==> src/rtl/ifq_prefetch_unit.sv <==
`default_nettype none
// ============================================================================
// Module      : ifq_prefetch_unit
// Description : Instruction prefetch queue with PC generation feeding the
//               IF/ID register; one outstanding sequential fetch, small FIFO.
// Revision    : 1.0 - initial release
// ============================================================================
module ifq_prefetch_unit #(
    parameter int          DEPTH    = 4,
    parameter logic [31:0] RESET_PC = 32'h0000_0000,
    parameter logic [31:0] NOP      = 32'h0000_0000
) (
    input  logic                     clk,
    input  logic                     reset,
    output logic                     imem_req,
    output logic [31:0]              imem_addr,
    input  logic [31:0]              imem_rdata,
    input  logic                     PCWrite,
    input  logic                     PCSrc,
    input  logic                     flush,
    input  logic [31:0]              Branch_Address,
    output logic [31:0]              Instruction_out,
    output logic [31:0]              Next_Address_out,
    output logic                     inst_valid,
    output logic [$clog2(DEPTH):0]   fill_level
);

    localparam int c_ptr_w = $clog2(DEPTH);
    localparam int c_cnt_w = c_ptr_w + 1;

    logic [31:0]        r_pc;
    logic [31:0]        r_resp_pc4;
    logic [c_ptr_w-1:0] r_rd_ptr;
    logic [c_ptr_w-1:0] r_wr_ptr;
    logic [c_cnt_w-1:0] r_count;
    logic               r_inflight;
    logic               r_drop;
    logic [31:0]        r_inst;
    logic [31:0]        r_next_addr;
    logic               r_valid;
    logic [31:0]        r_fifo_data [DEPTH];
    logic [31:0]        r_fifo_pc4  [DEPTH];

    logic               w_redirect;
    logic [c_cnt_w-1:0] w_occ;
    logic               w_req;
    logic               w_resp;
    logic               w_empty;
    logic               w_pop;
    logic               w_bypass;
    logic               w_push;

    // The in-flight slot counts against capacity so a late response always fits.
    assign w_redirect = PCSrc | flush;
    assign w_occ      = r_count + c_cnt_w'(r_inflight);
    assign w_req      = !reset && !w_redirect && (w_occ < c_cnt_w'(DEPTH));
    assign w_resp     = r_inflight && !r_drop;
    assign w_empty    = (r_count == '0);
    assign w_pop      = !w_redirect && PCWrite && !w_empty;
    assign w_bypass   = !w_redirect && PCWrite && w_empty && w_resp;
    assign w_push     = !w_redirect && w_resp && !w_bypass;

    assign imem_req         = w_req;
    assign imem_addr        = r_pc;
    assign Instruction_out  = r_inst;
    assign Next_Address_out = r_next_addr;
    assign inst_valid       = r_valid;
    assign fill_level       = r_count;

    always_ff @(posedge clk or posedge reset) begin
        if (reset) begin
            r_pc        <= RESET_PC;
            r_resp_pc4  <= '0;
            r_rd_ptr    <= '0;
            r_wr_ptr    <= '0;
            r_count     <= '0;
            r_inflight  <= 1'b0;
            r_drop      <= 1'b0;
            r_inst      <= NOP;
            r_next_addr <= '0;
            r_valid     <= 1'b0;
        end else begin
            r_inflight <= w_req;
            // A response already on its way when redirecting belongs to the old path.
            r_drop     <= w_redirect && r_inflight;

            if (w_redirect) begin
                r_pc <= Branch_Address;
            end else if (w_req) begin
                r_pc       <= r_pc + 32'd4;
                r_resp_pc4 <= r_pc + 32'd4;
            end

            if (w_redirect) begin
                r_rd_ptr <= '0;
                r_wr_ptr <= '0;
                r_count  <= '0;
            end else begin
                if (w_pop)  r_rd_ptr <= r_rd_ptr + 1'b1;
                if (w_push) r_wr_ptr <= r_wr_ptr + 1'b1;
                r_count <= r_count + c_cnt_w'(w_push) - c_cnt_w'(w_pop);
            end

            if (w_redirect) begin
                r_inst  <= NOP;
                r_valid <= 1'b0;
            end else if (PCWrite) begin
                if (!w_empty) begin
                    r_inst      <= r_fifo_data[r_rd_ptr];
                    r_next_addr <= r_fifo_pc4[r_rd_ptr];
                    r_valid     <= 1'b1;
                end else if (w_resp) begin
                    r_inst      <= imem_rdata;
                    r_next_addr <= r_resp_pc4;
                    r_valid     <= 1'b1;
                end else begin
                    r_inst  <= NOP;
                    r_valid <= 1'b0;
                end
            end
        end
    end

    always_ff @(posedge clk) begin
        if (w_push) begin
            r_fifo_data[r_wr_ptr] <= imem_rdata;
            r_fifo_pc4[r_wr_ptr]  <= r_resp_pc4;
        end
    end

endmodule
`default_nettype wire

==> config.mk <==
export PLATFORM = sky130hd
export DESIGN_NAME = ifq_prefetch_unit
export DESIGN_NICKNAME = d
export VERILOG_FILES = /design/src/rtl/ifq_prefetch_unit.sv
export SDC_FILE = /design/constraint.sdc
export NUM_CORES = 1
export LEC_CHECK = 0
export BUFFER_PORTS_ARGS = -buffer_cell sky130_fd_sc_hd__buf_4
export CORE_UTILIZATION = 30
export DETAILED_ROUTE_END_ITERATION = 12
export PLACE_DENSITY = 0.5
export SLEW_MARGIN = 10
export SYNTH_ARGS = -nofsm -noshare
export SYNTH_HDL_FRONTEND = slang
export SYNTH_SLANG_ARGS = --single-unit
==> constraint.sdc <==
create_clock -name clk -period 10 [get_ports clk]
set_input_delay 0 -clock clk [delete_from_list [all_inputs] [get_ports clk]]
set_output_delay 0 -clock clk [all_outputs]
set_load 0.03 [all_outputs]
Word-level counts from Yosys, hierarchy flattened
Memory sizes are Yosys's and may differ from the RTL's. Index checks and enable logic that the tools add are counted.

Reductions and logical operators: 22. Shift-type cells: 0. $add $sub $neg: 6. Bitwise operators: 2. $mul: 0. Mux-type cells: 19. Magnitude comparators: 1. Equal/unequal tests: 1. Divide/modulo/power cells: 0.

Operators with widths (number): 32-bit 2-to-1 mux (8); 32-bit by 3-bit adder with 32-bit output (second input constant) (1); 1-bit logical AND (10); 2-bit 2-to-1 mux (4); 2-bit nonzero test (4); 3-bit by 1-bit adder with 3-bit output (2); 1-bit 2-to-1 mux (6); 1-bit logical NOT (5); 2-bit by 1-bit adder with 2-bit output (second input constant) (2); 3-bit logical NOT (1); 3-bit less-than comparator (second input constant) (1); 3-bit 2-to-1 mux (1); 3-bit AND reduction (1); 3-bit by 1-bit subtractor with 3-bit output (1); 2-bit != test (second input constant) (1); 2-bit AND reduction (1); 1-bit inverter (1); 1-bit OR (1).

Output and inout bits: 101. Memory bits (read-only): 0. Bits of input ports: 69. Latch bits: 0. Register bits after elaboration: 138. Memory bits (writable): 256. Memories: 2.

Memories: r_fifo_data (words 4, bits a word 32, read ports 1, clocked after memory_dff 0, write ports 1, RTL line 41) `logic [31:0] r_fifo_data [DEPTH];`; r_fifo_pc4 (words 4, bits a word 32, read ports 1, clocked after memory_dff 0, write ports 1, RTL line 42) `logic [31:0] r_fifo_pc4 [DEPTH];`.

Longest topological paths before layout
Gate-level depths: netlist of the first run.

Word-level depth: 10. Depth in mapped cells: 13.

Least setup slack after synthesis of the first run
OpenSTA, ideal clock, no wires.

Kind: reg-to-reg. Start point: register r_count[1], in the netlist fill_level[1]. End point: memory r_fifo_data[0][0] (enable). Arrival time: 2.934 ns. Stages on the path, launching flop included: 4. Path slack: 6.638 ns. Library setup time: 0.429 ns. Clock period less this slack: 3.362 ns. Cell sequence: dfrtp_1 nor3_2 a2111oi_2 and2_1.

Cells in the longest elaborated chain, start to end: 7.

Ends and longest elaborated chain: from (decl) (RTL line 35) `logic [c_cnt_w-1:0] r_count;`; from (signal assigned) (RTL line 101) `r_count <= r_count + c_cnt_w'(w_push) - c_cnt_w'(w_pop);`; 3-bit logical NOT (RTL line 58) `assign w_empty = (r_count == '0);`; 1-bit logical AND (2 in a row) (RTL line 60) `assign w_bypass = !w_redirect && PCWrite && w_empty && w_resp;`; 1-bit logical NOT (RTL line 61) `assign w_push = !w_redirect && w_resp && !w_bypass;`; 1-bit logical AND (RTL line 61); 1-bit 2-to-1 mux (RTL line 125) `if (w_push) begin`; 1-bit 2-to-1 mux (implied by the code) (RTL line 126) `r_fifo_data[r_wr_ptr] <= imem_rdata;`; to (decl) (RTL line 41).

No other way between the ends.

Worst setup path in the final report of the first run
Start point: register r_count[1], in the netlist fill_level[1]. End point: register r_count[2], in the netlist fill_level[2].

Cells in the longest elaborated chain, start to end: 8. Elaborated cells between the ends (all ways): 10. Classes of those cells: 2 x add/sub; 1 x mux; 7 x reduce/logical.

Ends and longest elaborated chain: 3-bit logical NOT (RTL line 58); 1-bit logical AND (2 in a row) (RTL line 60); 1-bit logical NOT (RTL line 61); 1-bit logical AND (RTL line 61); 3-bit by 1-bit adder with 3-bit output (RTL line 101); 3-bit by 1-bit subtractor with 3-bit output * (RTL line 101); 3-bit 2-to-1 mux * (RTL line 94) `if (w_redirect) begin`.

Every way passes the cells marked *; elsewhere a longest branch is shown, timed or not. A chain may end at the register's enable or synchronous reset.

==> results of run 1 <==
## path summary, 6_finish.rpt
kind | start | end | slack [ns] | cells after the start
min reg2reg | Instruction_out[28] | Instruction_out[28] | 0.47 | 2
min | Branch_Address[4] | imem_addr[4] | 0.18 | 4
max in group asynchronous | reset | Instruction_out[2] | 8.44 | 4
min in group asynchronous | reset | imem_addr[14] | 0.22 | 3
max reg2reg | fill_level[1] | fill_level[2] | 6.67 | 12
max | fill_level[1] | fill_level[2] | 6.67 | 12
## power by group through the flow
stage / logic (uW) / clock network (uW) / registers, uW
detailed placement: 326 / 0 / 1970
finish: 344 / 1650 / 1940
global route: 377 / 1760 / 1950
global placement: 321 / 0 / 1970
floorplan: 99.7 / 0 / 2010
CTS: 351 / 1700 / 1940
## registers in the layout, indices dropped and copies added (netlist names)
| signal | flops |
|---|---|
| r_fifo_pc4 | 128 |
| fill_level | 3 |
| r_resp_pc4 | 32 |
| imem_addr | 32 |
| inst_valid | 1 |
| r_drop | 1 |
| r_fifo_data | 128 |
| Next_Address_out | 32 |
| r_wr_ptr | 2 |
| r_inflight | 1 |
| Instruction_out | 32 |
| r_rd_ptr | 2 |
## per-stage QoR
| stage | instance area (sq um) | util (%) | setup slack (ns) | hold slack (ns) | power, uW |
|---|---|---|---|---|---|
| after global routing | 20180 | 38.32 | 6.360 | 0.1653 | 4087 |
| final | 20180 | 38.32 | 6.669 | 0.1785 | 3929 |
| after floorplan | 16020 | - | 6.304 | 0.09887 | 2108 |
| after CTS | 20170 | 38.31 | 6.580 | 0.1411 | 3988 |
| after detailed placement | 17980 | 34.15 | 6.607 | 0.2044 | 2300 |
| after global placement | 17980 | 34.15 | 6.712 | 0.2002 | 2293 |
## per-layer routing
| metal | wire length [um] | global-route usage (%) | share of wire, % | vias up |
|---|---|---|---|---|
| li1 | - | - | - | 4561 |
| met1 | 19160 | 21.69 | 47 | 4884 |
| met2 | 18700 | 23.51 | 46 | 214 |
| met3 | 2075 | 3.308 | 5.1 | 55 |
| met4 | 822 | 4.412 | 2.0 | 0 |
| met5 | 0 | 0 | 0 | - |
## cell usage after synthesis (2+ instances only)
cell type and number:
mux4_2 64, nor3_2 4, and3_1 3, o21ai_1 16, nand4_2 2, a211oi_1 2
or3_1 3, o21ai_2 3, nor2_1 74, o31a_1 2, inv_1 13, edfxtp_1 256
o21ai_0 88, a22oi_1 15, nand2_1 168, nor3_1 5, a21oi_1 49, xnor2_1 26
and4_1 4, dfrtp_1 138, buf_1 6, ha_1 7, xor2_1 31, buf_2 20
nand4_1 19, and2_1 8, buf_4 4, clkbuf_1 35, nand3_1 19
## worst min-delay path: stages
cell           delay (ns)
dlygate4sd3_1        0.52
buf_4                0.10
nand2_1              0.04
o21ai_0              0.06
## area by class of cell
class | count | share of cell area (%)
Inverter | 13 | 0.2666
Multi-Input combinational cell | 636 | 22.68
Sequential cell | 394 | 55.24
Clock buffer | 58 | 5.817
Timing Repair Buffer | 252 | 10.28
Antenna cell | 1 | 0.01240
Tap cell | 688 | 4.266
Clock inverter | 22 | 1.432
## layout by cell type (no fill, tap or decap), types with 3 or more instances in the layout
cell type,synthesis,layout
xnor2_1,26,26
inv_1,13,12
and2_4,0,4
buf_4,4,179
nor3_2,4,4
ha_1,7,7
o21ai_2,3,3
a22oi_1,15,15
nor2_1,74,72
nand3_1,19,19
clkbuf_1,35,12
o21ai_0,88,88
clkinv_2,0,4
bufinv_16,0,7
a21oi_1,49,49
clkbuf_16,0,44
nand4_1,19,19
and2_1,8,4
nand2_1,168,168
mux4_2,64,64
and4_1,4,4
nor3_1,5,4
clkinv_1,0,9
o21ai_1,16,16
dfrtp_1,138,136
edfxtp_1,256,256
xor2_1,31,31
or3_1,3,3
dlygate4sd3_1,0,73
and3_1,3,3
## kinds of logic (layout without fill, tap and decap cells)
| family | Yosys count | count (layout) |
|---|---|---|
| xor+xnor | 57 | 57 |
| flops | 394 | 394 |
| mux | 65 | 65 |
| other cells | 0 | 1 |
| buf+inv | 79 | 345 |
| compound gates | 186 | 186 |
| fa+ha+maj | 8 | 8 |
| simple gates | 320 | 320 |
==> impl_metrics.json, run 1 <==
{
  "synth-compound-area-share_pct": 6.489,
  "crit_type": "reg -> reg",
  "cpPeakStageDelay_ns": 0.79,
  "dp_hpwl_um": 24140,
  "ff_latch_area_sq_um": 11150,
  "ys_warn_count": 0,
  "htree_num_levels": 2,
  "synth_nets": 1186,
  "cp-end-kind": "flop",
  "clk_latency_ns": 0.57,
  "multi_input_area_sq_um": 4577,
  "wl_per_cell_um": 19.74,
  "maxSlewViolCount": 0,
  "dp_cells": 1910,
  "instances_no_fill": 2064,
  "critPathLaunchType": "flop",
  "synthAdderAreaFrac_pct": 0.6716,
  "crit_path_max_fanout": 52,
  "vias_per_cell": 4.706,
  "fmax_mhz": 300.2,
  "overflow": 0,
  "clk_transition_reported_paths_ns": 0.06,
  "antenna_found_initial": 1,
  "cts_tree": "done",
  "areaGrowthSynthToFinish_pct": 25.93,
  "cts_setup_buffers": 0,
  "syn_area_sq_um": 16020,
  "numCtsBuffers": 43,
  "status": "complete, no violations",
  "synth_edf_count": 256,
  "gp_congestion": 0.7348,
  "cpMaxStageDelayCell": "a2111oi_2",
  "synth_xor_area_share_pct": 3.116,
  "fin_crit_ns": 3.331,
  "rsz0062_at_grt": "no",
  "tightest_slew_ns": 1.077,
  "cp.buffers_inverters": 4,
  "grt_pass1_vias": 10290,
  "cts-root-buf": "clkbuf_16",
  "async_flop_share_pct": 35.03,
  "setup_tns_ns": 0,
  "start_util_pct": 30.43,
  "finalClockSkew_ns": 0.02666,
  "p_int_uw": 2973,
  "yosysSeqAreaShare_pct": 69.53,
  "setup_viol": 0,
  "min_period_over_period_pct": 33.31,
  "yosys.area_share.simple_pct": 9.027,
  "synthDistinctLibCells": 54,
  "grt_start_max_net_pins": 89,
  "die_area_sq_um": 54340,
  "cpMostUsedCell": "inv_1",
  "layout.nets": 1417,
  "hold_path.class": "in -> reg",
  "comb_power_share_pct": 8.7,
  "detail_route.first_pass.iterations": 5,
  "grt_pass1_wl_um": 62840,
  "route.detailed.drc": 0,
  "peakVddDrop_uv": 104.1,
  "seq_power_share_pct": 49.3,
  "yosysTopAreaCell": "edfxtp_1",
  "cp.arrival_ns": 3.76,
  "power.switching_uw": 956.1,
  "clockBufferDepth": 3,
  "drv_cap": 0,
  "coreArea_sq_um": 52660,
  "synth_mux_area_share_pct": 9.058,
  "synth_top_family_by_area": "multiplexers",
  "io_buffers": 169,
  "slew_headroom_pct": 28.18,
  "syn-instance-count": 1109,
  "cp.required_ns": 10.42,
  "switching_share_pct": 24.34,
  "synth_top_area_share_pct": 47.98,
  "via_count": 9714,
  "cts_num_sinks": 394,
  "synth.area.top_cells": "edfxtp_1 48%, dfrtp_1 22%, mux4_2 9.0%",
  "ant_nets": 0,
  "clockPowerShare_pct": 41.9,
  "avgSynthCellArea_sq_um": 14.45,
  "io_pins": 170,
  "path_cells": "nor3_4 -> buf_4 -> a2111oi_2 -> inv_1 -> ha_1 -> inv_1 -> ha_1 -> inv_1 -> fa_1 -> xor2_1 -> xnor2_1 -> nor2_1",
  "drive_above_1_share_pct": 24.22,
  "n_fill_cell": 5051,
  "first_iter_violations": 629,
  "synth-main-ff-cell": "edfxtp_1",
  "drt_wl_total_um": 40750,
  "hold_viol_final": 0,
  "leakage_uw": 0.007474,
  "num_rows": 84,
  "ctsHoldBuffers": 73,
  "p_per_area_nw_per_um2": 194.7,
  "die_w_um": 233.1,
  "crit_family": "adder cells",
  "ys_ff_latch": 394,
  "track_usage_pct": 15.31,
  "ctsResizeCount": 0,
  "die_h_um": 233.1
}
No activity file was read; power rests on OpenSTA's default activity.
==> inputs of run 2 (changes only) <==
--- a/config.mk
+++ b/config.mk
@@ -8,7 +8,7 @@
 export BUFFER_PORTS_ARGS = -buffer_cell sky130_fd_sc_hd__buf_4
 export CORE_UTILIZATION = 30
 export DETAILED_ROUTE_END_ITERATION = 12
-export PLACE_DENSITY = 0.5
+export PLACE_DENSITY = 0.52
 export SLEW_MARGIN = 10
 export SYNTH_ARGS = -nofsm -noshare
 export SYNTH_HDL_FRONTEND = slang
==> constraint.sdc (replaced) <==
create_clock -name clk -period 2.85 [get_ports clk]
set_input_delay 0 -clock clk [delete_from_list [all_inputs] [get_ports clk]]
set_output_delay 0 -clock clk [all_outputs]
set_load 0.03 [all_outputs]
==> run 2 against run 1 <==
Net effect:
- power rose to 3.5 times the previous value
- final cell count rose by 1.2%
- sequential power rose to 3.5 times the previous value
- critical path type is now in -> out
- largest power group unchanged
==> impl_metrics.json, run 2 (synthesis gave the netlist of run 1 again) <==
{
  "gp_congestion": 0.7665,
  "cts-root-buf": "clkbuf_16",
  "overflow": 0,
  "layout.nets": 1444,
  "drt_wl_total_um": 41480,
  "htree_num_levels": 2,
  "critPathLaunchType": "primary input",
  "leakage_uw": 0.007645,
  "die_area_sq_um": 54340,
  "route.detailed.drc": 0,
  "start_util_pct": 30.43,
  "rsz0062_at_grt": "no",
  "ff_latch_area_sq_um": 11150,
  "die_w_um": 233.1,
  "grt_pass1_wl_um": 63680,
  "hold_depth": 4,
  "dpl_cell_area_sq_um": 18330,
  "grt_pass1_vias": 10320,
  "track_usage_pct": 15.68,
  "grt_start_max_net_pins": 59,
  "wl_per_cell_um": 19.85,
  "num_rows": 84,
  "slew_headroom_pct": 36.72,
  "tightest_slew_ns": 0.9481,
  "areaGrowthSynthToFinish_pct": 28.05,
  "reg2regPathDepth": 11,
  "drive_above_1_share_pct": 25.77,
  "dp_slack_ns": 0.3633,
  "die_h_um": 233.1,
  "finalWorstSetupSlack_ns": 0.2765,
  "setup_viol": 0,
  "io_pins": 170,
  "path_cells": "dlygate4sd3_1 -> buf_4 -> or2_2 -> buf_4 -> buf_6 -> a211o_2 -> buf_4 -> inv_1 -> buf_4",
  "detail_route.first_pass.iterations": 5,
  "p_per_area_nw_per_um2": 669.1,
  "final_cell_mix": "256 x edfxtp_1, 190 x buf_4, 168 x nand2_1",
  "cp.arrival_ns": 2.57,
  "finalInstanceArea_sq_um": 20520,
  "min_period_over_period_pct": 90.30,
  "cts_num_sinks": 394,
  "cpMaxStageDelayCell": "dlygate4sd3_1",
  "hold_path.class": "in -> reg",
  "finalClockSkew_ns": 0.01629,
  "clk_latency_ns": 0.56,
  "numCtsBuffers": 44,
  "largestRegisters": "r_fifo_data x128, r_fifo_pc4 x128",
  "crit_type": "in -> out",
  "dp_cells": 1935,
  "vias_per_cell": 4.742,
  "hold_viol_final": 0,
  "cp.required_ns": 2.85,
  "fin_util_pct": 38.96,
  "cpMostUsedCell": "buf_4",
  "drv_cap": 0,
  "instances_no_fill": 2089,
  "clockBufferDepth": 3,
  "cts_setup_buffers": 0,
  "cpPeakStageDelay_ns": 0.53,
  "via_count": 9907,
  "ant_nets": 0,
  "coreArea_sq_um": 52660,
  "reg2reg_to": "fill_level[2]",
  "n_fill_cell": 5011,
  "layout_commonest_cell": "edfxtp_1",
  "cts_tree": "done",
  "maxSlewViolCount": 0,
  "setup_tns_ns": 0,
  "antenna_found_initial": 0,
  "multi_input_area_sq_um": 4577,
  "reg2reg_slack_ns": 0.34,
  "first_iter_violations": 658,
  "fmax_mhz": 388.6,
  "dp_hpwl_um": 25090,
  "crit_path_max_fanout": 58,
  "clk_transition_reported_paths_ns": 0.06,
  "cp-end-kind": "primary output",
  "diodes": 0,
  "hold_path_end": "imem_addr[4]",
  "timing.rr.start": "fill_level[0]",
  "status": "complete, no violations",
  "fin_crit_ns": 2.574,
  "hold_path_startpoint": "Branch_Address[4]",
  "peakVddDrop_uv": 322.1,
  "io_buffers": 169
}
-- run 2: changes by cell type in the layout (fill, tap and decap cells not counted), moves of 3 or more --
cell      change
clkinv_1      -6
clkbuf_1      +3
buf_4        +11
buf_12       +13
clkinv_2      +3
-- run 2: per-stage QoR --
stage / hold slack (ns) / total power (uW)
2_1_floorplan: 0.09887 / 7397
3_3_place_gp: 0.006488 / 8048
3_5_place_dp: 0.009049 / 8071
4_1_cts: 0.1535 / 13930
5_1_grt: 0.1742 / 14290
6_report: 0.1838 / 13730
-- run 2: where the power goes --
part           leakage (uW)  switching [uW]  internal [uW]
Combinational       0.00284             754            492
Clock              0.000708            2250           3460
Sequential          0.00410             339           6430
Total               0.00765            3350          10400
-- run 2: area by class of cell --
class / instances / area share, %
Sequential cell: 394 / 54.32
Multi-Input combinational cell: 636 / 22.31
Timing Repair Buffer: 278 / 11.89
Clock buffer: 64 / 6.031
Tap cell: 688 / 4.196
Clock inverter: 16 / 1.000
Inverter: 13 / 0.2561
-- run 2: per-layer routing --
metal  wire (um)  GRT usage, %  vias to the layer above
met2       19470         24.63                      206
li1            -             -                     4614
met1       19260         22.00                     5022
met3        1751         2.722                       65
met4         994         4.984                        0
met5           0             0                        -
-- run 2: worst max-delay path by stage --
| stage | slack, ns | endpoint | depth (start not counted) | start |
|---|---|---|---|---|
| finish | 0.28 | imem_req | 9 | flush |
| global route | 0.1 | imem_req | 9 | PCSrc |
| CTS | 0.15 | imem_req | 9 | flush |
| detailed placement | 0.36 | fill_level[2] | 11 | fill_level[0] |
| global placement | 0.38 | fill_level[2] | 11 | fill_level[2] |
| floorplan | 0.06 | fill_level[2] | 11 | fill_level[1] |
-- run 2: worst max-delay path, delay by kind of cell --
kind | cells | cell delay, ns
and+or+nand+nor | 1 | 0.33
buffers and inverters | 7 | 1.86
AOI/OAI and AO/OA | 1 | 0.36
-- run 2: what timing repair did --
item / in CTS / in global routing
hold buffers: 74 / 0
gates resized for setup: 0 / 1
endpoints found under the hold margin: 339 / 0
setup endpoints to repair: 0 / 1
==> inputs of run 3 (changes only) <==
--- a/config.mk
+++ b/config.mk
@@ -7,6 +7,7 @@
 export LEC_CHECK = 0
 export BUFFER_PORTS_ARGS = -buffer_cell sky130_fd_sc_hd__buf_4
 export CORE_UTILIZATION = 30
+export CTS_BUF_LIST = sky130_fd_sc_hd__clkbuf_8
 export DETAILED_ROUTE_END_ITERATION = 12
 export PLACE_DENSITY = 0.52
 export SLEW_MARGIN = 10
==> run 3 against run 2 <==
Net effect:
- power fell by 4.7%
- worst setup slack lost 0.019 ns
- global-route usage is 0.16 points higher
- first-iteration DRC count shrank 4.3%
- via count rose by 2.6%
- clock power is 12% lower
- critical path depth is 4 lower
- clock skew is 0.0069 ns higher
- largest power group unchanged
- highest routed layer unchanged
==> impl_metrics.json, run 3 (synthesis gave the netlist of run 1 again) <==
{
  "status": "complete, no violations",
  "die_h_um": 233.1,
  "layout.nets": 1477,
  "htree_num_levels": 3,
  "grt_pass1_vias": 10660,
  "layout_commonest_cell": "edfxtp_1",
  "dp_slack_ns": 0.3633,
  "setup_tns_ns": 0,
  "ant_nets": 0,
  "reg2reg_to": "imem_addr[31]",
  "maxSlewViolCount": 0,
  "cp.buffers_inverters": 1,
  "overflow": 0,
  "finalClockSkew_ns": 0.02317,
  "cp-end-kind": "flop",
  "clk_latency_ns": 0.62,
  "critPathCapture": "imem_addr[31]",
  "cpMaxStageDelayCell": "dlygate4sd3_1",
  "detail_route.first_pass.iterations": 5,
  "critical_path_depth": 5,
  "fmax_mhz": 385.7,
  "ff_latch_area_sq_um": 11150,
  "clk_transition_reported_paths_ns": 0.06,
  "peakVddDrop_uv": 285.2,
  "coreArea_sq_um": 52660,
  "cpPeakStageDelay_ns": 0.55,
  "p_per_area_nw_per_um2": 638.0,
  "finalPower_uw": 13080,
  "drv_cap": 0,
  "gp_congestion": 0.7665,
  "cp-startpoint": "imem_addr[21]",
  "reg2regPathDepth": 5,
  "cts_num_sinks": 394,
  "finalWorstSetupSlack_ns": 0.2571,
  "grt_pass1_wl_um": 64070,
  "numCtsBuffers": 71,
  "reg2reg_slack_ns": 0.26,
  "fin_crit_ns": 2.593,
  "antenna_found_initial": 1,
  "rsz0062_at_grt": "no",
  "route.detailed.drc": 0,
  "track_usage_pct": 15.84,
  "die_w_um": 233.1,
  "io_buffers": 169,
  "num_rows": 84,
  "largestRegisters": "r_fifo_data x128, r_fifo_pc4 x128",
  "path_cells": "nand4_1 -> nor3_1 -> nand4_2 -> a311o_1 -> dlygate4sd3_1",
  "cp.arrival_ns": 3.09,
  "hold_viol_final": 0,
  "cp.required_ns": 3.35,
  "via_count": 10160,
  "start_util_pct": 30.43,
  "cts-root-buf": "clkbuf_8",
  "min_period_over_period_pct": 90.98,
  "leakage_uw": 0.007771,
  "hold_path.class": "in -> reg",
  "drive_above_1_share_pct": 26.70,
  "drt_wl_total_um": 41880,
  "first_iter_violations": 630,
  "multi_input_area_sq_um": 4577,
  "timing.rr.start": "imem_addr[21]",
  "crit_type": "reg -> reg",
  "n_fill_cell": 5057,
  "dp_hpwl_um": 25090,
  "wl_per_cell_um": 19.51,
  "io_pins": 170,
  "slew_headroom_pct": 34.30,
  "setup_viol": 0,
  "crit_path_max_fanout": 8,
  "clockBufferDepth": 3,
  "final_cell_mix": "256 x edfxtp_1, 190 x buf_4, 168 x nand2_1",
  "tightest_slew_ns": 0.9845,
  "crit_family": "simple AND/OR/NAND/NOR gates",
  "cts_tree": "done",
  "areaGrowthSynthToFinish_pct": 27.93,
  "grt_start_max_net_pins": 59,
  "vias_per_cell": 4.735,
  "die_area_sq_um": 54340,
  "critPathLaunchType": "flop",
  "cts_setup_buffers": 0
}
==> run 3: cell count changes in the layout (fill, tap and decap cells not counted), sizes merged <==
cell         change
clkinv           -1
inv             +34
diode            +1
bufinv           -3
clkinvlp         +4
dlygate4sd3      +6
clkbuf          +16
==> run 3: timing repair <==
| action | CTS | global route |
|---|---|---|
| hold buffers | 80 | 0 |
| hold endpoints to repair | 340 | 0 |
| gates resized for setup | 0 | 1 |
| setup endpoints to repair | 0 | 1 |
==> run 3: worst min-delay path, delay by kind of cell <==
kind | cells | cell delay (ns)
AND/OR/NAND/NOR | 1 | 0.03
buffers and inverters | 2 | 0.62
AO/OA/AOI/OAI | 1 | 0.06
==> run 3: worst min path at each step <==
stage	from	endpoint	cells after the start
after global routing	imem_rdata[28]	r_fifo_data[0][28]	2
after detailed placement	reset	imem_addr[24]	2
final	Branch_Address[23]	imem_addr[23]	4
after floorplan	imem_rdata[0]	r_fifo_data[0][0]	0
after global placement	reset	imem_addr[25]	2
after CTS	Branch_Address[23]	imem_addr[23]	4
==> run 3: cell type report <==
type / instances / share of cell area, %
sequential: 394 / 54.37
clock inverter: 50 / 1.270
multi-input combinational: 636 / 22.33
timing repair buffer: 284 / 12.19
antenna: 1 / 0.01221
tap: 688 / 4.199
clock buffer: 80 / 5.371
inverter: 13 / 0.2564
==> run 3: routing by layer <==
layer / track usage, % / part of all wire [%]
met1: 21.57 / 46
met3: 3.394 / 4.9
met2: 24.94 / 47
met5: 0 / 0
met4: 5.515 / 1.9
==> run 3: metrics by stage <==
step           std cells  hold WS (ns)  utilization [%]  cell area (sq um)
6_report            2146        0.1369            38.93              20500
5_1_grt             2146        0.1043            38.93              20500
4_1_cts             2145       0.06141            38.92              20490
3_5_place_dp        1935      0.009049            34.81              18330
3_3_place_gp        1935      0.006488            34.81              18330
2_1_floorplan       1109       0.09887                -              16030
==> run 3: power by group <==
group          internal (uW)  switching (uW)
Sequential              6430             337
Clock                   2750            2300
Combinational            501             758
